## src/rtl/uart_pkg.sv

```systemverilog
// uart_pkg: shared types and constants for the UART transmitter.
// FSM state encoding, register map offsets, STATUS bit layout and default
// baud divisor.
package uart_pkg;

    typedef enum logic [2:0] {
        ST_IDLE   = 3'd0,
        ST_START  = 3'd1,
        ST_DATA   = 3'd2,
        ST_PARITY = 3'd3,
        ST_STOP   = 3'd4
    } uart_state_t;

    // Register map (only address bit 0 is decoded)
    localparam logic REG_DATA   = 1'b0;
    localparam logic REG_STATUS = 1'b1;

    // STATUS register layout
    localparam int STAT_EMPTY   = 0;
    localparam int STAT_FULL    = 1;
    localparam int STAT_BUSY    = 2;
    localparam int STAT_OVF     = 3;
    localparam int STAT_CNT_LSB = 8;

    // 50 MHz / 115200 baud
    localparam int DEFAULT_CLKS_PER_BIT = 434;

endpackage

```

## src/rtl/uart_tx_fifo.sv

```systemverilog
// uart_tx_fifo: small synchronous FIFO feeding the transmitter.
// Pushes into a full FIFO are dropped even when a pop happens on the same
// edge; DEPTH must be a power of two so the pointers wrap on their own.
module uart_tx_fifo
    import uart_pkg::*;
#(
    parameter  int DEPTH = 8,
    parameter  int DW    = 8,
    localparam int AW    = $clog2(DEPTH),
    localparam int CW    = AW + 1
) (
    input  logic          clk,
    input  logic          reset,
    input  logic          i_push,
    input  logic          i_pop,
    input  logic [DW-1:0] i_data,
    output logic [DW-1:0] o_data,
    output logic          o_full,
    output logic          o_empty,
    output logic [CW-1:0] o_count
);

    logic [DW-1:0] r_mem [DEPTH];
    logic [AW-1:0] r_wr_ptr;
    logic [AW-1:0] r_rd_ptr;
    logic [CW-1:0] r_count;
    logic          w_do_push;
    logic          w_do_pop;

    assign o_full    = (r_count == CW'(DEPTH));
    assign o_empty   = (r_count == '0);
    assign o_count   = r_count;
    assign o_data    = r_mem[r_rd_ptr];
    assign w_do_push = i_push && !o_full;
    assign w_do_pop  = i_pop && !o_empty;

    // Pointer and occupancy bookkeeping; simultaneous push/pop keeps count
    always_ff @(posedge clk) begin
        if (reset) begin
            r_wr_ptr <= '0;
            r_rd_ptr <= '0;
            r_count  <= '0;
        end else begin
            if (w_do_push) r_wr_ptr <= r_wr_ptr + AW'(1);
            if (w_do_pop)  r_rd_ptr <= r_rd_ptr + AW'(1);
            case ({w_do_push, w_do_pop})
                2'b10:   r_count <= r_count + CW'(1);
                2'b01:   r_count <= r_count - CW'(1);
                default: r_count <= r_count;
            endcase
        end
    end

    // Storage array; no reset needed, validity is tracked by the pointers
    always_ff @(posedge clk) begin
        if (!reset && w_do_push) r_mem[r_wr_ptr] <= i_data;
    end

endmodule

```

## src/rtl/uart_tx.sv

```systemverilog
// uart_tx: memory-mapped UART transmitter with a transmit FIFO.
// DATA (addr bit0=0) write queues a byte; STATUS (addr bit0=1) reads
// empty/full/busy/overflow/count and a write of bit0=1 clears overflow.
// Optional feature macro: UART_TX_PARITY_EN adds an even-parity bit (8E1);
// without it frames are 8N1.
module uart_tx
    import uart_pkg::*;
#(
    parameter int CLKS_PER_BIT = DEFAULT_CLKS_PER_BIT,
    parameter int FIFO_DEPTH   = 8
) (
    input  logic        clk,
    input  logic        reset,
    input  logic        MW_i,
    input  logic        MR_i,
    input  logic [9:0]  address_i,
    input  logic [31:0] data_i,
    output logic [31:0] data_o,
    output logic        tx,
    output logic        tx_led
);

    localparam int             BCW      = $clog2(CLKS_PER_BIT);
    localparam int             FCW      = $clog2(FIFO_DEPTH) + 1;
    localparam logic [BCW-1:0] BIT_LAST = BCW'(CLKS_PER_BIT - 1);

    uart_state_t    r_state, w_state_nxt;
    logic [BCW-1:0] r_cnt, w_cnt_nxt;
    logic [7:0]     r_shift, w_shift_nxt;
    logic [2:0]     r_bitidx, w_bitidx_nxt;
    logic           r_tx, w_tx_nxt;
    logic           r_overflow;
    logic           w_pop;
    logic           w_bit_done;
    logic           w_push;
    logic           w_clr_ovf;
    logic           w_busy;
    logic [7:0]     w_fifo_data;
    logic           w_fifo_full;
    logic           w_fifo_empty;
    logic [FCW-1:0] w_fifo_count;
    logic           w_unused_bits;
`ifdef UART_TX_PARITY_EN
    logic           r_parity, w_parity_nxt;
`endif

    assign w_push        = MW_i && (address_i[0] == REG_DATA);
    assign w_clr_ovf     = MW_i && (address_i[0] == REG_STATUS) && data_i[0];
    assign w_bit_done    = (r_cnt == '0);
    assign w_busy        = (r_state != ST_IDLE) || !w_fifo_empty;
    assign w_unused_bits = ^{address_i[9:1], data_i[31:8]};
    assign tx            = r_tx;
    assign tx_led        = w_busy;

    uart_tx_fifo #(
        .DEPTH (FIFO_DEPTH),
        .DW    (8)
    ) u_fifo (
        .clk     (clk),
        .reset   (reset),
        .i_push  (w_push),
        .i_pop   (w_pop),
        .i_data  (data_i[7:0]),
        .o_data  (w_fifo_data),
        .o_full  (w_fifo_full),
        .o_empty (w_fifo_empty),
        .o_count (w_fifo_count)
    );

    // State register plus frame datapath; tx is registered from next-state
    always_ff @(posedge clk) begin
        if (reset) begin
            r_state  <= ST_IDLE;
            r_cnt    <= '0;
            r_shift  <= '0;
            r_bitidx <= '0;
            r_tx     <= 1'b1;
`ifdef UART_TX_PARITY_EN
            r_parity <= 1'b0;
`endif
        end else begin
            r_state  <= w_state_nxt;
            r_cnt    <= w_cnt_nxt;
            r_shift  <= w_shift_nxt;
            r_bitidx <= w_bitidx_nxt;
            r_tx     <= w_tx_nxt;
`ifdef UART_TX_PARITY_EN
            r_parity <= w_parity_nxt;
`endif
        end
    end

    // Next-state logic: bit counter reloads on every state or bit change
    always_comb begin
        w_state_nxt  = r_state;
        w_cnt_nxt    = r_cnt - BCW'(1);
        w_shift_nxt  = r_shift;
        w_bitidx_nxt = r_bitidx;
        w_pop        = 1'b0;
`ifdef UART_TX_PARITY_EN
        w_parity_nxt = r_parity;
`endif
        case (r_state)
            ST_IDLE: begin
                w_cnt_nxt = r_cnt;
                if (!w_fifo_empty) begin
                    w_pop        = 1'b1;
                    w_shift_nxt  = w_fifo_data;
                    w_bitidx_nxt = '0;
                    w_cnt_nxt    = BIT_LAST;
                    w_state_nxt  = ST_START;
`ifdef UART_TX_PARITY_EN
                    w_parity_nxt = ^w_fifo_data;
`endif
                end
            end
            ST_START: begin
                if (w_bit_done) begin
                    w_cnt_nxt   = BIT_LAST;
                    w_state_nxt = ST_DATA;
                end
            end
            ST_DATA: begin
                if (w_bit_done) begin
                    w_cnt_nxt = BIT_LAST;
                    if (r_bitidx == 3'd7) begin
`ifdef UART_TX_PARITY_EN
                        w_state_nxt = ST_PARITY;
`else
                        w_state_nxt = ST_STOP;
`endif
                    end else begin
                        w_bitidx_nxt = r_bitidx + 3'd1;
                        w_shift_nxt  = {1'b0, r_shift[7:1]};
                    end
                end
            end
            ST_PARITY: begin
                if (w_bit_done) begin
                    w_cnt_nxt   = BIT_LAST;
                    w_state_nxt = ST_STOP;
                end
            end
            ST_STOP: begin
                if (w_bit_done) begin
                    w_cnt_nxt   = '0;
                    w_state_nxt = ST_IDLE;
                end
            end
            default: begin
                w_cnt_nxt   = '0;
                w_state_nxt = ST_IDLE;
            end
        endcase
    end

    // Line level for the cycle after the edge, derived from next-state values
    always_comb begin
        w_tx_nxt = 1'b1;
        case (w_state_nxt)
            ST_START:  w_tx_nxt = 1'b0;
            ST_DATA:   w_tx_nxt = w_shift_nxt[0];
`ifdef UART_TX_PARITY_EN
            ST_PARITY: w_tx_nxt = w_parity_nxt;
`endif
            default:   w_tx_nxt = 1'b1;
        endcase
    end

    // Sticky overflow: set on a dropped DATA write, cleared by STATUS bit0
    always_ff @(posedge clk) begin
        if (reset)                         r_overflow <= 1'b0;
        else if (w_push && w_fifo_full)    r_overflow <= 1'b1;
        else if (w_clr_ovf)                r_overflow <= 1'b0;
    end

    // Combinational read mux; only STATUS returns data
    always_comb begin
        data_o = '0;
        if (MR_i && (address_i[0] == REG_STATUS)) begin
            data_o[STAT_EMPTY]             = w_fifo_empty;
            data_o[STAT_FULL]              = w_fifo_full;
            data_o[STAT_BUSY]              = w_busy;
            data_o[STAT_OVF]               = r_overflow;
            data_o[STAT_CNT_LSB +: FCW]    = w_fifo_count;
        end
    end

endmodule

```

## config.mk

```make
export PLATFORM = sky130hd
export DESIGN_NAME = uart_tx
export DESIGN_NICKNAME = d
export VERILOG_FILES = /design/src/rtl/uart_pkg.sv /design/src/rtl/uart_tx_fifo.sv /design/src/rtl/uart_tx.sv
export SDC_FILE = /design/constraint.sdc
export NUM_CORES = 1
export LEC_CHECK = 0
export ABC_AREA = 1
export CAP_MARGIN = 15
export CORE_MARGIN = 2
export CORE_UTILIZATION = 46
export CTS_BUF_LIST = sky130_fd_sc_hd__clkbuf_4 sky130_fd_sc_hd__clkbuf_8
export DETAILED_ROUTE_END_ITERATION = 8
export PLACE_DENSITY = 0.71
export SYNTH_ARGS = -nofsm -noshare
export SYNTH_HDL_FRONTEND = slang
export SYNTH_SLANG_ARGS = --single-unit
```

## constraint.sdc

```tcl
create_clock -name clk -period 5.51 [get_ports clk]
set_input_delay 0.8265 -clock clk [delete_from_list [all_inputs] [get_ports clk]]
set_output_delay 0.8265 -clock clk [all_outputs]
set_load 0.01 [all_outputs]
```

==> out/qor.yml <==
synthesis:
  yosys_warnings: 0
  yosys.area_share.xor_xnor: 0.00733
  syn_area_mm2: 0.00478
  postSynthRegisterBits: 102
  synth_edf_count: 64
  post_synth_mux_area_share: 0
  synth_simple_gate_area_share: 0.209
  main_combinational_cell_family_by_area_after_synthesis: "simple AND/OR/NAND/NOR gates"
  synthDistinctLibCells: 36
  async_flop_share: 0
  syn-mean-instance-area_um2: 9.22
  synth_seq_area_share: 0.561
  synth-adder-area-share: 0.0278
  synth_cells: 518
  synth_flop_cell: "sky130_fd_sc_hd__edfxtp_1"
  synth_compound_gate_area_share: 0.0992
final_layout:
  commonest_cells_after_routing_fill_and_taps_aside: "sky130_fd_sc_hd__nor2_1 (81), sky130_fd_sc_hd__nand2_1 (73), sky130_fd_sc_hd__edfxtp_1 (64), sky130_fd_sc_hd__o21ai_0 (42), sky130_fd_sc_hd__inv_1 (40)"
  area_growth_pct: 9.90
  layout.nets: 597
  antenna_diodes: 0
  fillCellCount: 932
  area_taken_by_flip_flops_and_latches_mm2: 0.00268
  multi_input_area_mm2: 0.00173
  final_core_util: 0.516
  layout.cells.most_common: "sky130_fd_sc_hd__nor2_1"
  post_route_cells_drive_above_1_share: 0.0916
clocking:
  insertion_delay_ps: 370
  cts.reportedPaths.clkPinSlew_ps: 110
  postCtsSetupBuffers: 0
  clock_tree_from_tritoncts: "done"
  ctsRootBufferMaster: "sky130_fd_sc_hd__clkbuf_8"
  clkSinkCount: 102
  clock_tree.buffer_depth: 2
  cts-hold-fix-buffers: 0
  cts_max_level: 3
  postCtsResizedCells: 0
  tritoncts.num_buffers: 9
timing:
  totalNegativeSetupSlack_ps: 0
  setup_slack_ps: 2380
  setup_repair_after_global_routing_missed_its_margin: "false"
  relSlewSlack: 0.297
  final-max-slew-violation-count: 0
  share_of_the_clock_period_used_by_the_worst_path_after_layout: 0.568
  report.final.setup_viol: 0
  hold_viol: 0
  hold_ws_ps: 472
  fmax_mhz: 319
  clock_skew_ps: 14.4
  post-route-min-period_ps: 3130
  worstMarginPinSlew_ps: 1050
setup_path:
  critical-path-slowest-cell: "sky130_fd_sc_hd__clkdlybuf4s50_1"
  r2r-start: "r_state[2]"
  buffer_and_inverter_count_on_the_worst_path: 2
  crit_end_category: "primary output"
  worst_r2r_endpoint: "u_fifo.o_count[3]"
  critical_path_arrival_ps: 2310
  type_of_the_worst_setup_path: "flip-flop to primary output"
  reg2reg_slack_ps: 3200
  timing.critical_path.required_ps: 4680
  slowest_delay_ps: 520
  critPathTopFamily: "simple AND/OR/NAND/NOR gates"
  worst-path-max-fanout: 14
  critical_path.startpoint: "u_fifo.o_count[1]"
  number_of_cell_instances_on_the_worst_register_to_register_path: 16
  timing.critical_path.from_type: "flip-flop"
  timing.critical_path.cells: "nor2_1, nand3_1, nor2_2, inv_1, clkdlybuf4s50_1"
power_and_ir_drop:
  p_leak_nw: 2.10
  power_per_cell_area_mw_per_mm2: 455
  vdd_ir_drop_max_mv: 0.201
placed_design:
  detailed_place_hpwl_um: 5920
  dp_slack_ps: 2380
  io_buffers: 22
  place_congestion: 0.824
global_route:
  grt.total_usage: 0.168
  vias_in_the_first_global_route: 3174
  antenna_found_initial: 0
  grt_first_pass_wirelength_um: 14700
  grt_max_degree: 34
  grt-ovfl-total: 0
route:
  drt_first_pass_iters: 4
  drt.antenna.violating_nets: 0
  drt_wl_total_um: 9200
  dr.first_iter.drc_count: 231
  via_count: 3502
  avgViaCountPerCell: 5.13
  wl_per_cell_um: 13.5
  drc: 0
floorplan:
  design.die.area_mm2: 0.0112
  floorplan.initialDensity: 0.469
  floorplan.io_pins: 80
  core_area_mm2: 0.0102
  rows: 37
  dieWidth_um: 106
  dieHeight_um: 106
status:
  outcome: "finished clean"
hold_path:
  timing.hold.worst_endpoint: "r_cnt[0]"
  hold_path_depth: 2
  hold_start: "r_cnt[0]"
  hp-class: "flip-flop to flip-flop"
flow_run:
  max-cap-violations: 0
how the worst max path moves through the flow:
stage / to / slack (ps) / depth (start not counted)
3_3_place_gp: u_fifo.r_mem[1][5] / 2410 / 5
3_5_place_dp: u_fifo.r_mem[1][5] / 2380 / 5
6_report: tx_led / 2380 / 5
5_1_grt: tx_led / 2230 / 5
4_1_cts: tx_led / 2370 / 5
2_1_floorplan: u_fifo.r_mem[4][0] / 2880 / 5
state kept, by name, summed over array words and instances (netlist names), named ones only:
name / count
u_fifo.r_rd_ptr: 3
r_bitidx: 3
r_cnt: 9
u_fifo.o_count: 4
u_fifo.r_wr_ptr: 3
r_shift: 8
r_overflow: 1
tx: 1
u_fifo.r_mem: 64
r_state: 3
routing by layer:
layer / global-route usage / vias up / part of all wire
li1: - / 1726 / -
met1: 0.208 / 1642 / 0.43
met2: 0.280 / 109 / 0.49
met3: 0.0325 / 25 / 0.053
met4: 0.0893 / 0 / 0.029
met5: 0 / - / 0
cells in the mapped netlist, types with 2 or more instances:
cell                       instances  area [um2]
sky130_fd_sc_hd__xor2_1            3        26.3
sky130_fd_sc_hd__edfxtp_1         64        1920
sky130_fd_sc_hd__nand2_1          73         274
sky130_fd_sc_hd__o21ai_1           2        10.0
sky130_fd_sc_hd__inv_1            40         150
sky130_fd_sc_hd__nor3_1           13        65.1
sky130_fd_sc_hd__dfxtp_1          38         761
sky130_fd_sc_hd__ha_1              9         113
sky130_fd_sc_hd__nor2_2            2        12.5
sky130_fd_sc_hd__a21oi_1          25         125
sky130_fd_sc_hd__inv_2             9        33.8
sky130_fd_sc_hd__nor2_1           81         304
sky130_fd_sc_hd__nor2_8            2        40.0
sky130_fd_sc_hd__buf_4            26         195
sky130_fd_sc_hd__nand3_1          35         175
sky130_fd_sc_hd__clkinv_1          2        7.51
sky130_fd_sc_hd__nor2_4            2        22.5
sky130_fd_sc_hd__nand2_2           9        56.3
sky130_fd_sc_hd__o21ai_0          42         210
sky130_fd_sc_hd__clkbuf_1          9        33.8
sky130_fd_sc_hd__o211ai_1         14         105
sky130_fd_sc_hd__buf_2             3        15.0
sky130_fd_sc_hd__or2_2             2        12.5
metrics by stage:
| stage | power (mW) | cells | area, um2 |
|---|---|---|---|
| final | 2.39 | 682 | 5250 |
| after floorplan | 1.74 | 541 | 4860 |
| after detailed placement | 1.93 | 666 | 5050 |
| after global routing | 2.56 | 682 | 5250 |
| after global placement | 1.90 | 666 | 5050 |
| after CTS | 2.40 | 682 | 5250 |
worst reg2reg max path: cells and delay by family (launching register included):
kind,cells,cell delay (ps)
AND/OR/NAND/NOR,11,800
buffers and inverters,2,380
adder cells (fa/ha/maj),2,510
flip-flops,1,400
AO/OA/AOI/OAI,1,170
logic make-up (layout without fill, tap and decap cells):
logic type | count (synthesis) | in the layout
and+or+nand+nor | 224 | 224
DFF | 102 | 102
buffers and inverters | 91 | 96
AOI/OAI and AO/OA | 86 | 86
adders and majority gates | 10 | 10
xor gates and xnor gates | 4 | 4
other | 1 | 24
layout make-up:
class / count / share of cell area
Tap cell: 136 / 0.0324
Sequential cell: 102 / 0.511
Timing Repair Buffer: 29 / 0.0519
Clock buffer: 9 / 0.0236
Clock inverter: 7 / 0.0150
Inverter: 51 / 0.0365
Multi-Input combinational cell: 348 / 0.330
power by group:
part           internal, mW  switching, mW  total (mW)  leakage [nW]
Sequential            0.910         0.0924        1.00         0.889
Combinational         0.326          0.587       0.913          1.11
Clock                 0.182          0.290       0.472         0.103
Total                  1.42          0.970        2.39          2.10
No activity file was read; power rests on OpenSTA's default activity.
